[src/rtl/gtb_event_stamper_if.sv]
// rtl/gtb_event_stamper_if.sv - timestamp read-port interface for gtb_event_stamper
//
// Purpose: carries the first-word-fall-through read port of the event stamper.
// Ports (signals):
//   ts_valid  head entry present              (master -> slave)
//   ts_time   64-bit timestamp of head entry  (master -> slave)
//   ts_mask   N_EVT channel mask of head      (master -> slave)
//   ts_ready  consumer accepts head entry     (slave  -> master)
// N_EVT must match the N_EVT of the stamper it is connected to.

interface gtb_event_stamper_if #(
    parameter int N_EVT = 4
);
    logic             ts_valid;
    logic             ts_ready;
    logic [63:0]      ts_time;
    logic [N_EVT-1:0] ts_mask;

    modport master (
        output ts_valid,
        output ts_time,
        output ts_mask,
        input  ts_ready
    );

    modport slave (
        input  ts_valid,
        input  ts_time,
        input  ts_mask,
        output ts_ready
    );
endinterface

[src/rtl/gtb_event_stamper.sv]
// rtl/gtb_event_stamper.sv - rising-edge event timestamper with FWFT queue
//
// Purpose: synchronizes N_EVT asynchronous event lines, detects rising edges,
// tags each edge set with the GTB time count and queues it in a FWFT FIFO.
// Ports:
//   clk, reset   system clock, synchronous active-high reset
//   time_cnt     64-bit GTB time count (clk domain)
//   evt_in       asynchronous event lines
//   enable       gates edge detection (sync chains keep running)
//   clear_ovf    pulse: clears ovf_cnt / ovf_flag
//   ts_if        read port (ts_valid/ts_ready/ts_time/ts_mask), master side
//   fifo_count   occupancy 0..FIFO_DEPTH
//   ovf_flag     sticky drop indicator
//   ovf_cnt      saturating dropped-entry count

module gtb_event_stamper #(
    parameter int N_EVT       = 4,
    parameter int FIFO_DEPTH  = 16,
    parameter int SYNC_STAGES = 2
) (
    input  logic                        clk,
    input  logic                        reset,
    input  logic [63:0]                 time_cnt,
    input  logic [N_EVT-1:0]            evt_in,
    input  logic                        enable,
    input  logic                        clear_ovf,
    gtb_event_stamper_if.master         ts_if,
    output logic [$clog2(FIFO_DEPTH):0] fifo_count,
    output logic                        ovf_flag,
    output logic [15:0]                 ovf_cnt
);

    localparam int AW = $clog2(FIFO_DEPTH);
    localparam int EW = 64 + N_EVT;
    localparam logic [2:0] ARM_LAST = 3'(SYNC_STAGES);

    logic [N_EVT-1:0] sync_q [SYNC_STAGES];
    logic [N_EVT-1:0] sync_d [SYNC_STAGES];
    logic [N_EVT-1:0] prev_q, prev_d;
    logic [2:0]       arm_cnt_q, arm_cnt_d;
    logic             armed_q, armed_d;

    logic [AW:0]      wr_ptr_q, wr_ptr_d;
    logic [AW:0]      rd_ptr_q, rd_ptr_d;
    logic [EW-1:0]    mem_q [FIFO_DEPTH];
    logic [EW-1:0]    mem_d [FIFO_DEPTH];

    logic             ts_valid_q, ts_valid_d;
    logic [63:0]      ts_time_q, ts_time_d;
    logic [N_EVT-1:0] ts_mask_q, ts_mask_d;

    logic             ovf_flag_q, ovf_flag_d;
    logic [15:0]      ovf_cnt_q, ovf_cnt_d;

    logic [N_EVT-1:0] rise;
    logic             push, pop, full, accept, drop;
    logic [EW-1:0]    head_d;

    always_comb begin
        sync_d[0] = evt_in;
        for (int k = 1; k < SYNC_STAGES; k++) begin
            sync_d[k] = sync_q[k-1];
        end
        prev_d = sync_q[SYNC_STAGES-1];

        // Arming covers the window in which a line held high through reset
        // release would otherwise look like a fresh edge.
        arm_cnt_d = arm_cnt_q;
        armed_d   = armed_q;
        if (!armed_q) begin
            arm_cnt_d = arm_cnt_q + 3'd1;
            if (arm_cnt_q == ARM_LAST) begin
                armed_d = 1'b1;
            end
        end

        rise = sync_q[SYNC_STAGES-1] & ~prev_q & {N_EVT{enable & armed_q}};
        push = |rise;
        pop  = ts_valid_q & ts_if.ts_ready;
        full = (wr_ptr_q[AW-1:0] == rd_ptr_q[AW-1:0]) && (wr_ptr_q[AW] != rd_ptr_q[AW]);

        // A pop in the same cycle frees the slot, so a full FIFO still accepts.
        accept = push & (~full | pop);
        drop   = push & full & ~pop;

        mem_d = mem_q;
        if (accept) begin
            mem_d[wr_ptr_q[AW-1:0]] = {time_cnt, rise};
        end
        wr_ptr_d = wr_ptr_q + {{AW{1'b0}}, accept};
        rd_ptr_d = rd_ptr_q + {{AW{1'b0}}, pop};

        // Head register is loaded from the post-write memory image so an entry
        // written into an empty FIFO is presented on the very next cycle.
        head_d     = mem_d[rd_ptr_d[AW-1:0]];
        ts_valid_d = (wr_ptr_d != rd_ptr_d);
        ts_time_d  = ts_valid_d ? head_d[EW-1:N_EVT] : 64'd0;
        ts_mask_d  = ts_valid_d ? head_d[N_EVT-1:0]  : '0;

        ovf_flag_d = ovf_flag_q;
        ovf_cnt_d  = ovf_cnt_q;
        if (drop) begin
            ovf_flag_d = 1'b1;
            if (clear_ovf) begin
                ovf_cnt_d = 16'd1;
            end else if (ovf_cnt_q != 16'hFFFF) begin
                ovf_cnt_d = ovf_cnt_q + 16'd1;
            end
        end else if (clear_ovf) begin
            ovf_flag_d = 1'b0;
            ovf_cnt_d  = 16'd0;
        end
    end

    always_ff @(posedge clk) begin
        if (reset) begin
            for (int k = 0; k < SYNC_STAGES; k++) begin
                sync_q[k] <= '0;
            end
            prev_q     <= '0;
            arm_cnt_q  <= 3'd0;
            armed_q    <= 1'b0;
            wr_ptr_q   <= '0;
            rd_ptr_q   <= '0;
            ts_valid_q <= 1'b0;
            ts_time_q  <= 64'd0;
            ts_mask_q  <= '0;
            ovf_flag_q <= 1'b0;
            ovf_cnt_q  <= 16'd0;
        end else begin
            for (int k = 0; k < SYNC_STAGES; k++) begin
                sync_q[k] <= sync_d[k];
            end
            prev_q     <= prev_d;
            arm_cnt_q  <= arm_cnt_d;
            armed_q    <= armed_d;
            wr_ptr_q   <= wr_ptr_d;
            rd_ptr_q   <= rd_ptr_d;
            ts_valid_q <= ts_valid_d;
            ts_time_q  <= ts_time_d;
            ts_mask_q  <= ts_mask_d;
            ovf_flag_q <= ovf_flag_d;
            ovf_cnt_q  <= ovf_cnt_d;
        end
    end

    // Storage needs no reset: the pointers define which entries are live.
    always_ff @(posedge clk) begin
        mem_q <= mem_d;
    end

    assign ts_if.ts_valid = ts_valid_q;
    assign ts_if.ts_time  = ts_time_q;
    assign ts_if.ts_mask  = ts_mask_q;
    assign fifo_count     = wr_ptr_q - rd_ptr_q;
    assign ovf_flag       = ovf_flag_q;
    assign ovf_cnt        = ovf_cnt_q;

endmodule

[src/flat_wrapper.sv]
// flat-port wrapper written by rule: the top's interface ports become plain ports
module gtb_event_stamper_flat 
#(
    parameter int N_EVT       = 4,
    parameter int FIFO_DEPTH  = 16,
    parameter int SYNC_STAGES = 2
)
  (clk, reset, time_cnt, evt_in, enable, clear_ovf, fifo_count, ovf_flag, ovf_cnt, ts_if_ts_valid, ts_if_ts_time, ts_if_ts_mask, ts_if_ts_ready);
  gtb_event_stamper_if #(.N_EVT(N_EVT)) ts_if_i ();
  input  logic clk;
  input  logic reset;
  input  logic [63:0] time_cnt;
  input  logic [N_EVT-1:0] evt_in;
  input  logic enable;
  input  logic clear_ovf;
  output logic [$clog2(FIFO_DEPTH):0] fifo_count;
  output logic ovf_flag;
  output logic [15:0] ovf_cnt;
  output wire logic [$bits(ts_if_i.ts_valid)-1:0] ts_if_ts_valid;
  output wire logic [$bits(ts_if_i.ts_time)-1:0] ts_if_ts_time;
  output wire logic [$bits(ts_if_i.ts_mask)-1:0] ts_if_ts_mask;
  input wire logic [$bits(ts_if_i.ts_ready)-1:0] ts_if_ts_ready;
  assign ts_if_ts_valid = ts_if_i.ts_valid;
  assign ts_if_ts_time = ts_if_i.ts_time;
  assign ts_if_ts_mask = ts_if_i.ts_mask;
  assign ts_if_i.ts_ready = ts_if_ts_ready;
  gtb_event_stamper #(.N_EVT(N_EVT), .FIFO_DEPTH(FIFO_DEPTH), .SYNC_STAGES(SYNC_STAGES)) u_core (.clk(clk), .reset(reset), .time_cnt(time_cnt), .evt_in(evt_in), .enable(enable), .clear_ovf(clear_ovf), .ts_if(ts_if_i), .fifo_count(fifo_count), .ovf_flag(ovf_flag), .ovf_cnt(ovf_cnt));
endmodule
[config.mk]
export PLATFORM = sky130hd
export DESIGN_NAME = gtb_event_stamper_flat
export DESIGN_NICKNAME = d
export VERILOG_FILES = /design/src/rtl/gtb_event_stamper_if.sv /design/src/rtl/gtb_event_stamper.sv /design/src/flat_wrapper.sv
export SDC_FILE = /design/constraint.sdc
export NUM_CORES = 2
export LEC_CHECK = 0
export ABC_AREA = 1
export CAP_MARGIN = 20
export CORE_AREA = 5 5 436 438
export DETAILED_ROUTE_END_ITERATION = 10
export DIE_AREA = 0 0 441 443
export PLACE_DENSITY = 0.62
export SLEW_MARGIN = 5
export SYNTH_ARGS = -nofsm -noshare
export SYNTH_HDL_FRONTEND = slang
export SYNTH_SLANG_ARGS = --single-unit
[constraint.sdc]
create_clock -name clk -period 3.7 [get_ports clk]
set_input_delay 1.11 -clock clk [delete_from_list [all_inputs] [get_ports clk]]
set_output_delay 1.11 -clock clk [all_outputs]
set_load 0.05 [all_outputs]
Word level (Yosys, flattened, before mapping)
Memory sizes are Yosys's and may differ from the RTL's.
Index checks and enable logic that the tools add are counted.
Cells by class
  $add $sub $neg: 5
  magnitude comparators: 3
  eq/ne operators: 5
  multiplexer cells: 20
  bitwise gates (word level): 16
  reduce and logical (&&, ||, !) cells: 7
Operators with widths (number)
  1088-bit bitwise mux: 1
  1088-bit two-way mux: 1
  68-bit binary-select mux with 4-bit select: 1
  68-bit demux with 4-bit select: 1
  68-bit two-way mux: 3
  16-bit two-way mux: 4
  16-bit by 1-bit adder with 16-bit output, second input constant: 1
  16-bit != test, second input constant: 1
  5-bit by 1-bit adder with 5-bit output: 2
  5-bit greater-or-equal comparator, second input constant: 2
  4-bit NOT with 5-bit output: 2
  4-bit AND: 2
  4-bit two-way mux: 2
  1-bit two-way mux: 7
  1-bit AND: 5
  5-bit by 1-bit less-than comparator with 1-bit output, second input constant: 1
  5-bit != test: 1
  5-bit subtractor: 1
  4-bit equality test: 1
  4-bit NOT: 1
  2-bit nonzero test: 2
  4-bit OR reduction: 1
  3-bit by 1-bit adder with 3-bit output, second input constant: 1
  3-bit by 2-bit equality test with 1-bit output, second input constant: 1
  6 further kinds: 11
Storage, ports and cells
  register bits after elaboration: 1192
  bits in writable memories: 8
  input port bits: 73
  output and inout bits: 91
  word-level logic and storage cells: 83
  memories kept: 1
Memory list
  u_core.sync_q: depth 2, bits a word 4, rd ports 2, clocked after Yosys merged registers in 0, wr ports 2, line gtb_event_stamper.sv:37  | logic [N_EVT-1:0] sync_q [SYNC_STAGES];

Longest topological paths before layout
  depth in word-level cells: 10
  depth in mapped cells: 21
  depth with buffers taken out: 17

Worst setup path after synthesis
OpenSTA, ideal clock, no wires.
  path kind: input -> register
  from: in enable
  to: reg u_core.ts_mask_q[0] (netlist: u_core.ts_if.ts_mask[0])
  library setup time: 0.119 ns
  arrival time: 3.617 ns
  data required time: 3.581 ns
  setup slack: -0.036 ns
  stages on the path: 20
  path buffers: 4
  cell sequence: nand2_2 > nor2_1 > nor2_1 > nand2_2 > nand2_2 > inv_2 > buf_2 > ha_1 > ha_1 > nand2_1 > nand2_1 > nand2_1 > a21oi_1 > o21ai_1 > nor3_1 > or2_1 > clkbuf_1 > buf_2 > buf_2 > a21oi_1
On the way
  longest elaborated chain between the ends: 8
Ends and longest elaborated chain
  from (decl): line flat_wrapper.sv:14  | input logic enable;
  1-bit AND *: line gtb_event_stamper.sv:77  | rise = sync_q[SYNC_STAGES-1] & ~prev_q & {N_EVT{enable & armed_q}};
  4-bit AND *: line gtb_event_stamper.sv:77
  4-bit OR reduction: line gtb_event_stamper.sv:78  | push = |rise;
  1-bit AND: line gtb_event_stamper.sv:83  | accept = push & (~full | pop);
  5-bit by 1-bit adder with 5-bit output or 1088-bit two-way mux (tied branches): line gtb_event_stamper.sv:90, gtb_event_stamper.sv:87
  5-bit != test or 68-bit binary-select mux with 4-bit select (tied branches): line gtb_event_stamper.sv:96, gtb_event_stamper.sv:95
  1-bit NOT (no line) or 68-bit two-way mux (tied branches)
  2-bit OR reduction (no line) or 68-bit two-way mux (tied branches)
  to (signal assigned): line gtb_event_stamper.sv:141  | ts_mask_q <= ts_mask_d;
  to (decl): line gtb_event_stamper.sv:50  | logic [N_EVT-1:0] ts_mask_q, ts_mask_d;
Every way passes the cells marked *; elsewhere a longest branch is shown, timed or not. The select of a mux whose other input is x is not followed.
A chain may end at the register's enable or synchronous reset.

Worst setup path in the final report
  from: reg u_core.wr_ptr_q[0]
  to: out fifo_count[2]
On the way
  longest elaborated chain between the ends: 1
Ends and longest elaborated chain
  from (decl): line gtb_event_stamper.sv:43  | logic [AW:0] wr_ptr_q, wr_ptr_d;
  from (signal assigned): line gtb_event_stamper.sv:137  | wr_ptr_q <= wr_ptr_d;
  5-bit subtractor: line gtb_event_stamper.sv:155  | assign fifo_count = wr_ptr_q - rd_ptr_q;
  to (decl): line flat_wrapper.sv:16  | output logic [$clog2(FIFO_DEPTH):0] fifo_count;
Every way passes these cells.

==> parameters.txt <==
Parameter                              Value

Timing
  Pin slew with the least headroom to its limit ... 1170 ps
  Shortest period the worst path allows ... 3657 ps
  Remaining max-slew budget at the tightest pin ... 22.01%
  Fraction of the cycle the final worst path needs ... 98.85%
  RSZ-0062 raised after global routing ... true
  # setup viols final ... 0
  Worst-case clock skew ... 30.72 ps
  Max Fclk ... 273.4 MHz
  Total negative slack for setup checks ... 0 ps
  Count of endpoints failing hold in the final timing report ... 0
  Hold Slack ... 409.2 ps
  Number of pins with negative max-slew slack in the final report ... 0

Hold path
  Worst Hold Class ... flop to flop

Placement
  Cell Area, Placed ... 0.07289 mm²
  Placed cell count ... 12.93k
  Buffers on Ports ... 163
  Final Wtd Congestion ... 0.8355
  Placed wire-length estimate ... 143,200 µm

Worst setup path
  Type of the worst setup path ... flop to primary output
  Req. time, crit path ... 2590 ps
  Biggest fanout along the worst timing path ... 4
  Worst path arrival time ... 2550 ps
  Crit path capture type ... primary output
  Category of the worst setup path launch point ... flop

Floorplanning
  Standard cell core area ... 0.1862 mm²
  Full die area ... 0.1954 mm²
  Die Wd ... 441 µm
  Boundary pin count ... 164
  Initial core utilization ... 34.66%
  Die H ... 443 µm
  Number of rows in the core area ... 159

Yosys
  Per-instance average area after synthesis ... 6.249 µm²
  Distinct cells, synth ... 39
  Number of instances in the synthesized netlist ... 10.33k
  Flop and latch count out of synthesis ... 1,200
  Synth area leaders ... sky130_fd_sc_hd__dfxtp_1 (37%), sky130_fd_sc_hd__nand3_1 (24%), sky130_fd_sc_hd__nand2_1 (23%)
  Proportion of netlist area held by the largest area contributor ... 37.22%
  Summed instance area of the synthesized netlist ... 0.06454 mm²
  Synthesized net count ... 10.41k
  Portion of the post-synthesis area used by sequential elements ... 37.22%
  Synthesis Warnings ... 0
  Largest area contributor in the netlist ... sky130_fd_sc_hd__dfxtp_1

Cells and area
  Final net count ... 10.66k
  Synth-to-layout area growth ... 20.09%
  Post-layout util ... 41.63%
  Share of final-layout standard cells stronger than drive strength 1 ... 10.30%
  Count of placed standard cells in the final layout, fillers left out ... 13.17k
  Final standard cell area without fillers ... 0.07751 mm²

CTS
  Clk root buf ... sky130_fd_sc_hd__clkbuf_16
  Clock latency of the later-clocked register in the worst-skew pair ... 790 ps
  Post-CTS setup repair buffer count ... 0
  Number of clock buffers inserted by TritonCTS ... 140
  Sink Count ... 1,200
  Post-CTS clock slew at the launch and capture registers of the worst setup and hold paths ... 60 ps
  Number of buffers on the longest clock path ... 3
  Total number of H-tree levels ... 4
  CTS tree ... yes

Routing
  Metal2 WL ... 117,800 µm
  Drt pass-1 iters ... 9
  Total met3 wirelength after detailed routing ... 24,110 µm
  Average via count per standard cell ... 5.653
  Number of antenna-violating nets in the routed design ... 0
  Highest metal layer with signal wires ... met5
  Initial DRC Count ... 9,824
  Routed wire length per instance ... 19.65 µm
  Vias ... 74.47k
  Wl on met1 ... 106,400 µm
  Total wirelength of the detailed-routed design ... 258,800 µm
  DRC errors left ... 0

Outcome
  Result of the run ... finished, final reports clean

Global routing
  Wire length of the first global-routing pass ... 394,200 µm
  Antenna violations before repair ... 11
  Overflow left after global routing ... 0
  Maximum number of pins on one net before global-route repair ... 154
  Global router's overall resource usage ... 25.10%
  Vias in the first global route ... 69.06k

Power and ir drop
  Total power density per cell area ... 439.7 mW/mm²
  Total leakage power ... 0.03653 µW
  Worst vdd ir ... 0.3732 mV

Flow run
  Number of maximum-capacitance violations ... 0
per-layer routing:
metal / GRT usage (%) / up-vias
li1: - / 35000
met1: 32.93 / 35320
met2: 41.07 / 3547
met3: 3.991 / 593
met4: 10.11 / 6
met5: 0 / -
cells in the final DEF (no fill, tap or decap), types with 6 or more instances in the layout:
cell type                         count
sky130_fd_sc_hd__clkinv_2            16
sky130_fd_sc_hd__nand3_1           3115
sky130_fd_sc_hd__a21oi_1             85
sky130_fd_sc_hd__nand2_4             16
sky130_fd_sc_hd__xnor2_1              6
sky130_fd_sc_hd__nor2_1              47
sky130_fd_sc_hd__nand3_2             10
sky130_fd_sc_hd__buf_4              730
sky130_fd_sc_hd__clkbuf_8            28
sky130_fd_sc_hd__clkbuf_16          144
sky130_fd_sc_hd__o21ai_1              9
sky130_fd_sc_hd__dfxtp_1           1200
sky130_fd_sc_hd__clkdlybuf4s50_1    158
sky130_fd_sc_hd__inv_1              120
sky130_fd_sc_hd__bufinv_16           10
sky130_fd_sc_hd__buf_12             101
sky130_fd_sc_hd__diode_2             12
sky130_fd_sc_hd__clkbuf_1            27
sky130_fd_sc_hd__nor2_4               8
sky130_fd_sc_hd__ha_1                 9
sky130_fd_sc_hd__nand2_1           3932
sky130_fd_sc_hd__o21ai_0            829
cell type report:
cell class	count	area, µm²
clock inverters	36	489.2
fillers	19150	108700
repair buffers	991	9104
diodes	12	30.03
well taps	2495	3122
clock buffers	199	4090
inverters	127	501.7
flip-flops and latches	1200	24020
multi-input cells	8112	36150
cell families (layout without fill, tap and decap cells):
family                   Yosys count  in the layout  share of synthesized area [%]
other                              0             12                              0
flip-flops                      1200           1200                          37.22
XOR/XNOR                          14             14                         0.1900
adder cells (fa/ha/maj)           12             12                         0.2443
AND/OR/NAND/NOR                 7152           7152                          47.81
buffers and inverters           1016           1353                          7.248
AO/OA/AOI/OAI                    934            934                          7.289
through the flow:
stage | setup slack, ps | power, µW
6_report | 42.59 | 34080
5_1_grt | -15.51 | 35370
4_1_cts | -53.23 | 34190
3_5_place_dp | -620.0 | 20060
3_3_place_gp | -697.7 | 19970
2_1_floorplan | 44.19 | 18060
where the power goes:
| part | internal [µW] | switching [µW] | total, µW | leakage, µW |
|---|---|---|---|---|
| sequential | 13500 | 336 | 13900 | 0.00969 |
| combinational | 2160 | 3860 | 6020 | 0.0246 |
| clock | 8350 | 5860 | 14200 | 0.00226 |
final timing paths:
check	startpoint	end	slack [ps]	depth (start not counted)
worst max register to register	u_core.rd_ptr_q[3]	u_core.ts_if.ts_time[45]	230	20
worst min-delay path	u_core.sync_q[0][3]	u_core.sync_q[0][7]	410	2
worst max-delay path	u_core.wr_ptr_q[0]	fifo_count[2]	40	5
worst min register to register	u_core.sync_q[0][3]	u_core.sync_q[0][7]	410	2
sequential cells by signal, indices dropped and copies added, names as in the netlist:
signal,count
u_core.mem_q,1088
u_core.ts_if.ts_time,64
u_core.ovf_cnt,16
u_core.sync_q,8
u_core.rd_ptr_q,5
u_core.wr_ptr_q,5
u_core.prev_q,4
u_core.ts_if.ts_mask,4
u_core.arm_cnt_q,3
u_core.armed_q,1
u_core.ovf_flag,1
u_core.ts_if.ts_valid,1
Yosys cell counts, drive strengths merged:
cell type and n:
buf 409, a21o 1, clkbuf 480, o21a 2
dfxtp 1200, ha 11, o211ai 1, o21ai 838
o2111ai 1, clkinv 2, a31oi 1, a21oi 85
nor4 2, xor2 7, nand3b 1, fa 1
a22oi 1, a31o 1, a21boi 2, nand2 3952
nor2 60, inv 125, xnor2 7, nor3 4
nand3 3126, or2 1, nand4 5, and3 1
a2bb2oi 1
critical path, stage by stage, from the launching register on:
cell                      delay (ps)
sky130_fd_sc_hd__dfxtp_1         340
sky130_fd_sc_hd__inv_2            80
sky130_fd_sc_hd__ha_1            220
sky130_fd_sc_hd__fa_1            400
sky130_fd_sc_hd__xnor2_1         430
sky130_fd_sc_hd__buf_4           290
what timing repair did:
| action | CTS | global route |
|---|---|---|
| pin swaps | 0 | 0 |
| hold buffers | 0 | 0 |
| setup endpoints to repair | 4 | 3 |
| gates resized for setup | 5 | 2 |
| gates cloned | 0 | 0 |
Power figures use the tool's default switching activity.
